[config.mk]
export PLATFORM = sky130hd
export DESIGN_NAME = conv2d_ctrl
export DESIGN_NICKNAME = d
export VERILOG_FILES = /design/src/rtl/conv2d_ctrl.sv
export SDC_FILE = /design/constraint.sdc
export NUM_CORES = 1
export LEC_CHECK = 0
export ABC_AREA = 1
export BUFFER_PORTS_ARGS = -buffer_cell sky130_fd_sc_hd__buf_2
export CAP_MARGIN = 10
export CORE_MARGIN = 5
export CORE_UTILIZATION = 30
export CTS_CLUSTER_DIAMETER = 80
export DETAILED_ROUTE_END_ITERATION = 10
export PLACE_DENSITY_LB_ADDON = 0.3
export SYNTH_ARGS = -nofsm -noshare
export SYNTH_HDL_FRONTEND = slang
export SYNTH_SLANG_ARGS = --single-unit
[constraint.sdc]
create_clock -name clk -period 1.4 [get_ports clk]
set_input_delay 0.14 -clock clk [delete_from_list [all_inputs] [get_ports clk]]
set_output_delay 0.14 -clock clk [all_outputs]
set_load 0.02 [all_outputs]
[src/rtl/conv2d_ctrl.sv]
// conv2d_ctrl: job sequencer for the 3x3 convolution datapath (kernel load, raster walk, window flags).
// Optional build macro CONV_STRIDE2_EN selects stride-2 window flagging; undefined gives stride 1.
module conv2d_ctrl #(
  parameter int IMG_W  = 8,
  parameter int IMG_H  = 8,
  parameter int DATA_W = 32
) (
  input  logic                     clk,
  input  logic                     reset,
  input  logic                     start,
  input  logic                     abort,
  input  logic                     kernel_valid,
  input  logic [DATA_W-1:0]        kernel_in,
  output logic                     kernel_ready,
  output logic                     kload_en,
  output logic [3:0]               kload_idx,
  output logic [DATA_W-1:0]        kload_data,
  input  logic                     pix_valid,
  output logic                     pix_ready,
  output logic                     lb_shift,
  output logic                     win_valid,
  output logic [$clog2(IMG_H)-1:0] out_row,
  output logic [$clog2(IMG_W)-1:0] out_col,
  output logic                     busy,
  output logic                     done
);

  localparam int RW = $clog2(IMG_H);
  localparam int CW = $clog2(IMG_W);
  localparam logic [RW-1:0] ROW_LAST = RW'(IMG_H - 1);
  localparam logic [CW-1:0] COL_LAST = CW'(IMG_W - 1);
  localparam logic [3:0]    KC_LAST  = 4'd8;

  typedef enum logic [1:0] {
    S_IDLE   = 2'd0,
    S_LOAD_K = 2'd1,
    S_RUN    = 2'd2,
    S_DONE   = 2'd3
  } state_e;

  state_e            state_q, state_d;
  logic [3:0]        kc_q, kc_d;
  logic [RW-1:0]     row_q, row_d;
  logic [CW-1:0]     col_q, col_d;
  logic              kload_en_q, kload_en_d;
  logic [3:0]        kload_idx_q, kload_idx_d;
  logic [DATA_W-1:0] kload_data_q, kload_data_d;
  logic              lb_shift_q, lb_shift_d;
  logic              win_valid_q, win_valid_d;
  logic [RW-1:0]     out_row_q, out_row_d;
  logic [CW-1:0]     out_col_q, out_col_d;
  logic              win_hit_s;
  logic [RW-1:0]     win_row_s;
  logic [CW-1:0]     win_col_s;

  // Window availability and output index for the pixel currently at the raster position
  always_comb begin
    win_hit_s = 1'b0;
    win_row_s = row_q - RW'(2);
    win_col_s = col_q - CW'(2);
`ifdef CONV_STRIDE2_EN
    // (row-2) is even exactly when row is even
    win_hit_s = (row_q >= RW'(2)) && (col_q >= CW'(2)) && !row_q[0] && !col_q[0];
    win_row_s = (row_q - RW'(2)) >> 1'b1;
    win_col_s = (col_q - CW'(2)) >> 1'b1;
`else
    win_hit_s = (row_q >= RW'(2)) && (col_q >= CW'(2));
`endif
  end

  // Next-state, counter and strobe computation
  always_comb begin
    state_d      = state_q;
    kc_d         = kc_q;
    row_d        = row_q;
    col_d        = col_q;
    kload_en_d   = 1'b0;
    kload_idx_d  = kload_idx_q;
    kload_data_d = kload_data_q;
    lb_shift_d   = 1'b0;
    win_valid_d  = 1'b0;
    out_row_d    = out_row_q;
    out_col_d    = out_col_q;
    case (state_q)
      S_IDLE: begin
        if (start) begin
          state_d = S_LOAD_K;
          kc_d    = 4'd0;
        end else begin
          state_d = S_IDLE;
        end
      end
      S_LOAD_K: begin
        if (kernel_valid) begin
          kload_en_d   = 1'b1;
          kload_idx_d  = kc_q;
          kload_data_d = kernel_in;
          if (kc_q == KC_LAST) begin
            state_d = S_RUN;
            kc_d    = 4'd0;
            row_d   = '0;
            col_d   = '0;
          end else begin
            kc_d = kc_q + 4'd1;
          end
        end else begin
          kc_d = kc_q;
        end
      end
      S_RUN: begin
        if (pix_valid) begin
          lb_shift_d = 1'b1;
          if (win_hit_s) begin
            win_valid_d = 1'b1;
            out_row_d   = win_row_s;
            out_col_d   = win_col_s;
          end else begin
            win_valid_d = 1'b0;
          end
          if (col_q == COL_LAST) begin
            col_d = '0;
            if (row_q == ROW_LAST) begin
              state_d = S_DONE;
              row_d   = '0;
            end else begin
              row_d = row_q + RW'(1);
            end
          end else begin
            col_d = col_q + CW'(1);
          end
        end else begin
          lb_shift_d = 1'b0;
        end
      end
      S_DONE: begin
        state_d = S_IDLE;
      end
      default: begin
        state_d = S_IDLE;
      end
    endcase
    // Abort wins over any handshake in the same cycle, so its strobes and data are dropped
    if (abort) begin
      state_d      = S_IDLE;
      kc_d         = 4'd0;
      row_d        = '0;
      col_d        = '0;
      kload_en_d   = 1'b0;
      kload_idx_d  = kload_idx_q;
      kload_data_d = kload_data_q;
      lb_shift_d   = 1'b0;
      win_valid_d  = 1'b0;
      out_row_d    = out_row_q;
      out_col_d    = out_col_q;
    end else begin
      kc_d = kc_d;
    end
  end

  // State, counters and registered output strobes
  always_ff @(posedge clk) begin
    if (reset) begin
      state_q      <= S_IDLE;
      kc_q         <= 4'd0;
      row_q        <= '0;
      col_q        <= '0;
      kload_en_q   <= 1'b0;
      kload_idx_q  <= 4'd0;
      kload_data_q <= '0;
      lb_shift_q   <= 1'b0;
      win_valid_q  <= 1'b0;
      out_row_q    <= '0;
      out_col_q    <= '0;
    end else begin
      state_q      <= state_d;
      kc_q         <= kc_d;
      row_q        <= row_d;
      col_q        <= col_d;
      kload_en_q   <= kload_en_d;
      kload_idx_q  <= kload_idx_d;
      kload_data_q <= kload_data_d;
      lb_shift_q   <= lb_shift_d;
      win_valid_q  <= win_valid_d;
      out_row_q    <= out_row_d;
      out_col_q    <= out_col_d;
    end
  end

  assign kernel_ready = (state_q == S_LOAD_K);
  assign pix_ready    = (state_q == S_RUN);
  assign busy         = (state_q != S_IDLE);
  assign done         = (state_q == S_DONE);
  assign kload_en     = kload_en_q;
  assign kload_idx    = kload_idx_q;
  assign kload_data   = kload_data_q;
  assign lb_shift     = lb_shift_q;
  assign win_valid    = win_valid_q;
  assign out_row      = out_row_q;
  assign out_col      = out_col_q;

endmodule

==> impl_results.md <==
- Outcome: finished clean
- Number of nets in the layout: around 480
- CP Data Required Time: 1260 ps
- Worst-Skew Late Latency: 320 ps
- Max clock buf depth: 2
- Syn Nets: 372
- Post-DP Area: 3140 um2
- CTS Hold Bufs: 0
- Vias in the first global route: around 2.3k
- CP max stage cell: dfxtp_4
- R2R Setup Slk: 90 ps
- Main combinational cell family by area after synthesis: simple AND/OR/NAND/NOR gates
- Flops & latches, synth: between 50 and 60
- Initial antenna violation count: 0
- Post-synth top cells: 82 x nor2_1, 57 x dfxtp_1, 41 x nand2_1
- Hold Path Cell Cnt: 3
- RR Endpoint: kload_data[20]$_SDFFE_PP0P_
- Reg2reg path depth: 7
- Xor/xnor cell area share of the yosys netlist: 0%
- Post-synthesis cell area: 2500 um2
- DP Cell Count: 517
- Critical Path, Cell by Cell: inv_4 > ha_4 > buf_4 > inv_2 > buf_6
- Post-synthesis simple-gate area fraction: 26.7%
- Multi-input gate area: 1220 um2
- Filler cells: 859
- Row count: 33
- Cell taking the most area after synthesis: dfxtp_1
- Most used flip-flop cell after synthesis: dfxtp_1
- CTS Buf Count: 9
- Residual DRC: 0
- Hold Crit Class: input pin to flip-flop
- Post-layout minimum cycle time: 1340 ps
- Max-slew violations: 0
- Worst Setup Start Kind: flip-flop
- Asr flop ratio synth: 0%
- Routed vias/inst: 4.31
- Clk slew on worst S/H paths: 70 ps
- Post-DR wirelength/cell: 11.5 um
- Core ar.: between 8000 and 9000 um2
- Die ar.: 10300 um2
- Clk sink count: 57
- Cells after Synth: 320
- Syn Area/Cell: 7.82 um2
- Reg area: 1150 um2
- Post-synthesis sequential area ratio: 45.6%
- Critical path type: flip-flop to output pin
- Largest net degree at the start of global routing: 39
- Post-synthesis compound-gate area fraction: 12.6%
- Crit end category: output pin
- Yosys cell types: 27
- Half-perimeter wire length after detailed placement: 4540 um
- Max_cap viols: 0
- Detail Route Antenna Nets: 0
- Post-synthesis adder-cell area fraction: about 7.0%
- Crit path to: busy
- Detailed Route WL: 6150 um
- H-tree depth: 3
- Slew @ Worst Pin: 268 ps
- Share of cells above drive strength 1: 38.4%
- Crit share post-route: ~96%
- Worst EP arrival: 1200 ps
- GR Util All Layers: 12.4%
- Unrepaired setup endpoints after global routing: true
- F_max: roughly 740 MHz
- Non-Filler Instances: 535
- # diodes: 0
- Crit-path max cell delay: between 300 and 400 ps
- Clk root buf: clkbuf_8
- First-pass GRT wire length: 10200 um
- Top cells by area, synth: dfxtp_1 46%, nor2_1 12%, ha_1 7.0%, nand2_1 6.2%, o21ai_0 5.6%
- Pwr/cell area: 1500 nW/um2
- I/O Pins: 87
- DR iter-0 viols: 71
- TritonCTS clock tree: built
- R2r startpoint: state_q[1]$_SDFFE_PP0P_
- Hold Vio Cnt, Final: 0
- Initial Util: approximately 31%
- Max Fanout on Critical Path: 4
- Leakage: around 1.7 nW
- Setup violations, final: 0
- Normalized max-slew margin: 82.1%
- Die Width: 101 um
- First-pass detailed-route iteration total: 4
- Clk_skew: between 8 and 9 ps
- Synth top area share: between 40% and 50%
- Routability cong.: 0.836
- Area grow syn2layout: 37.2%
- Mux cell area share after synthesis: 0%
- IO Port Bufs: 86
- VDD IR-drop max: 0.482 mV
- Chip height: 101 um
- Top-count cell post-synth: nor2_1
- Via Count: 2304
- Worst Setup SP: state_q[0]$_SDFFE_PP0P_
- Yosys warns: 0
- Total power: ~5.1 mW
- Post-route cell area: 3430 um2
- Congestion Overflow GR: 0
- Number of synthesized flops with an enable pin: 0
[per-layer routing]
layer / up-vias / share of wire (%) / GRT usage, %
met5: - / 0 / 0
met4: 0 / 1.0 / 6.03
met3: 4 / 6.2 / 3.10
met2: 51 / 48 / 20.0
met1: 1025 / 45 / 15.5
li1: 1224 / - / -
[metrics by stage]
step	setup TNS [ps]	worst slack [ps]	utilization [%]	hold WS (ps)
floorplan	-708	-28.7	-	209
global placement	0	2.77	38.4	364
detailed placement	-147	-36.1	38.4	373
CTS	0	2.51	41.3	13.5
global route	-162	-36.7	42.0	33.3
finish	0	57.2	42.0	36.7
[power breakdown]
group,switching (mW),internal [mW],total [mW]
Sequential,0.107,1.80,1.90
Combinational,1.02,0.706,1.73
Clock,0.642,0.864,1.51
Total,1.77,3.37,5.14
[placed cells by master (no fill, tap or decap), drive strengths merged]
| cell | synthesis | final |
|---|---|---|
| a21oi | 13 | 13 |
| clkinv | 0 | 2 |
| nand3 | 14 | 14 |
| o21bai | 1 | 1 |
| nor2 | 94 | 94 |
| dfxtp | 57 | 57 |
| clkinvlp | 0 | 2 |
| o21a | 1 | 1 |
| nor3 | 1 | 1 |
| nand4 | 1 | 1 |
| ha | 14 | 14 |
| inv | 25 | 25 |
| buf | 10 | 107 |
| clkbuf | 3 | 11 |
| o21ai | 41 | 41 |
| and2 | 1 | 1 |
| nand2 | 44 | 44 |
| bufinv | 0 | 1 |
[timing repair]
action | in CTS | in global routing
pin swaps | 0 | 5
setup endpoints to repair | 33 | 48
cloned | 0 | 0
buffers inserted | 0 | 2
resized for setup | 12 | 20
[sequential cells by signal, indices dropped and copies added, names as in the netlist]
register,count
kload_en,1
win_valid,1
kload_idx,4
state_q,2
kload_data,32
out_col,3
kc_q,4
col_q,3
row_q,3
out_row,3
lb_shift,1
[critical path, delay by kind of cell, from the launching register on]
| family | cells | cell delay (ps) |
|---|---|---|
| DFF | 1 | 380 |
| buffers and inverters | 4 | 320 |
| adders and majority gates | 1 | 170 |
[kinds of logic (layout without fill, tap and decap cells)]
group	count (synthesis)	count (layout)
simple gates	155	155
flops	57	57
compound gates	56	56
buf+inv	38	148
fa+ha+maj	14	14
[cell type report]
cell class              count  area share [%]
clock inverters             5            1.60
repair buffers            107            18.1
inverters                  25            3.02
well taps                 105            3.83
flip-flops and latches     57            33.6
multi-input cells         225            35.7
clock buffers              11            4.12
[how the worst min path moves through the flow]
stage                       start                           to
global placement    kernel_in[29]  kload_data[29]$_SDFFE_PP0P_
floorplan                   reset      out_col[0]$_SDFFE_PP0P_
finish               kernel_in[2]   kload_data[2]$_SDFFE_PP0P_
CTS                  kernel_in[2]   kload_data[2]$_SDFFE_PP0P_
detailed placement  kernel_in[31]  kload_data[31]$_SDFFE_PP0P_
global route         kernel_in[5]   kload_data[5]$_SDFFE_PP0P_
(Power assumes the default switching activity.)
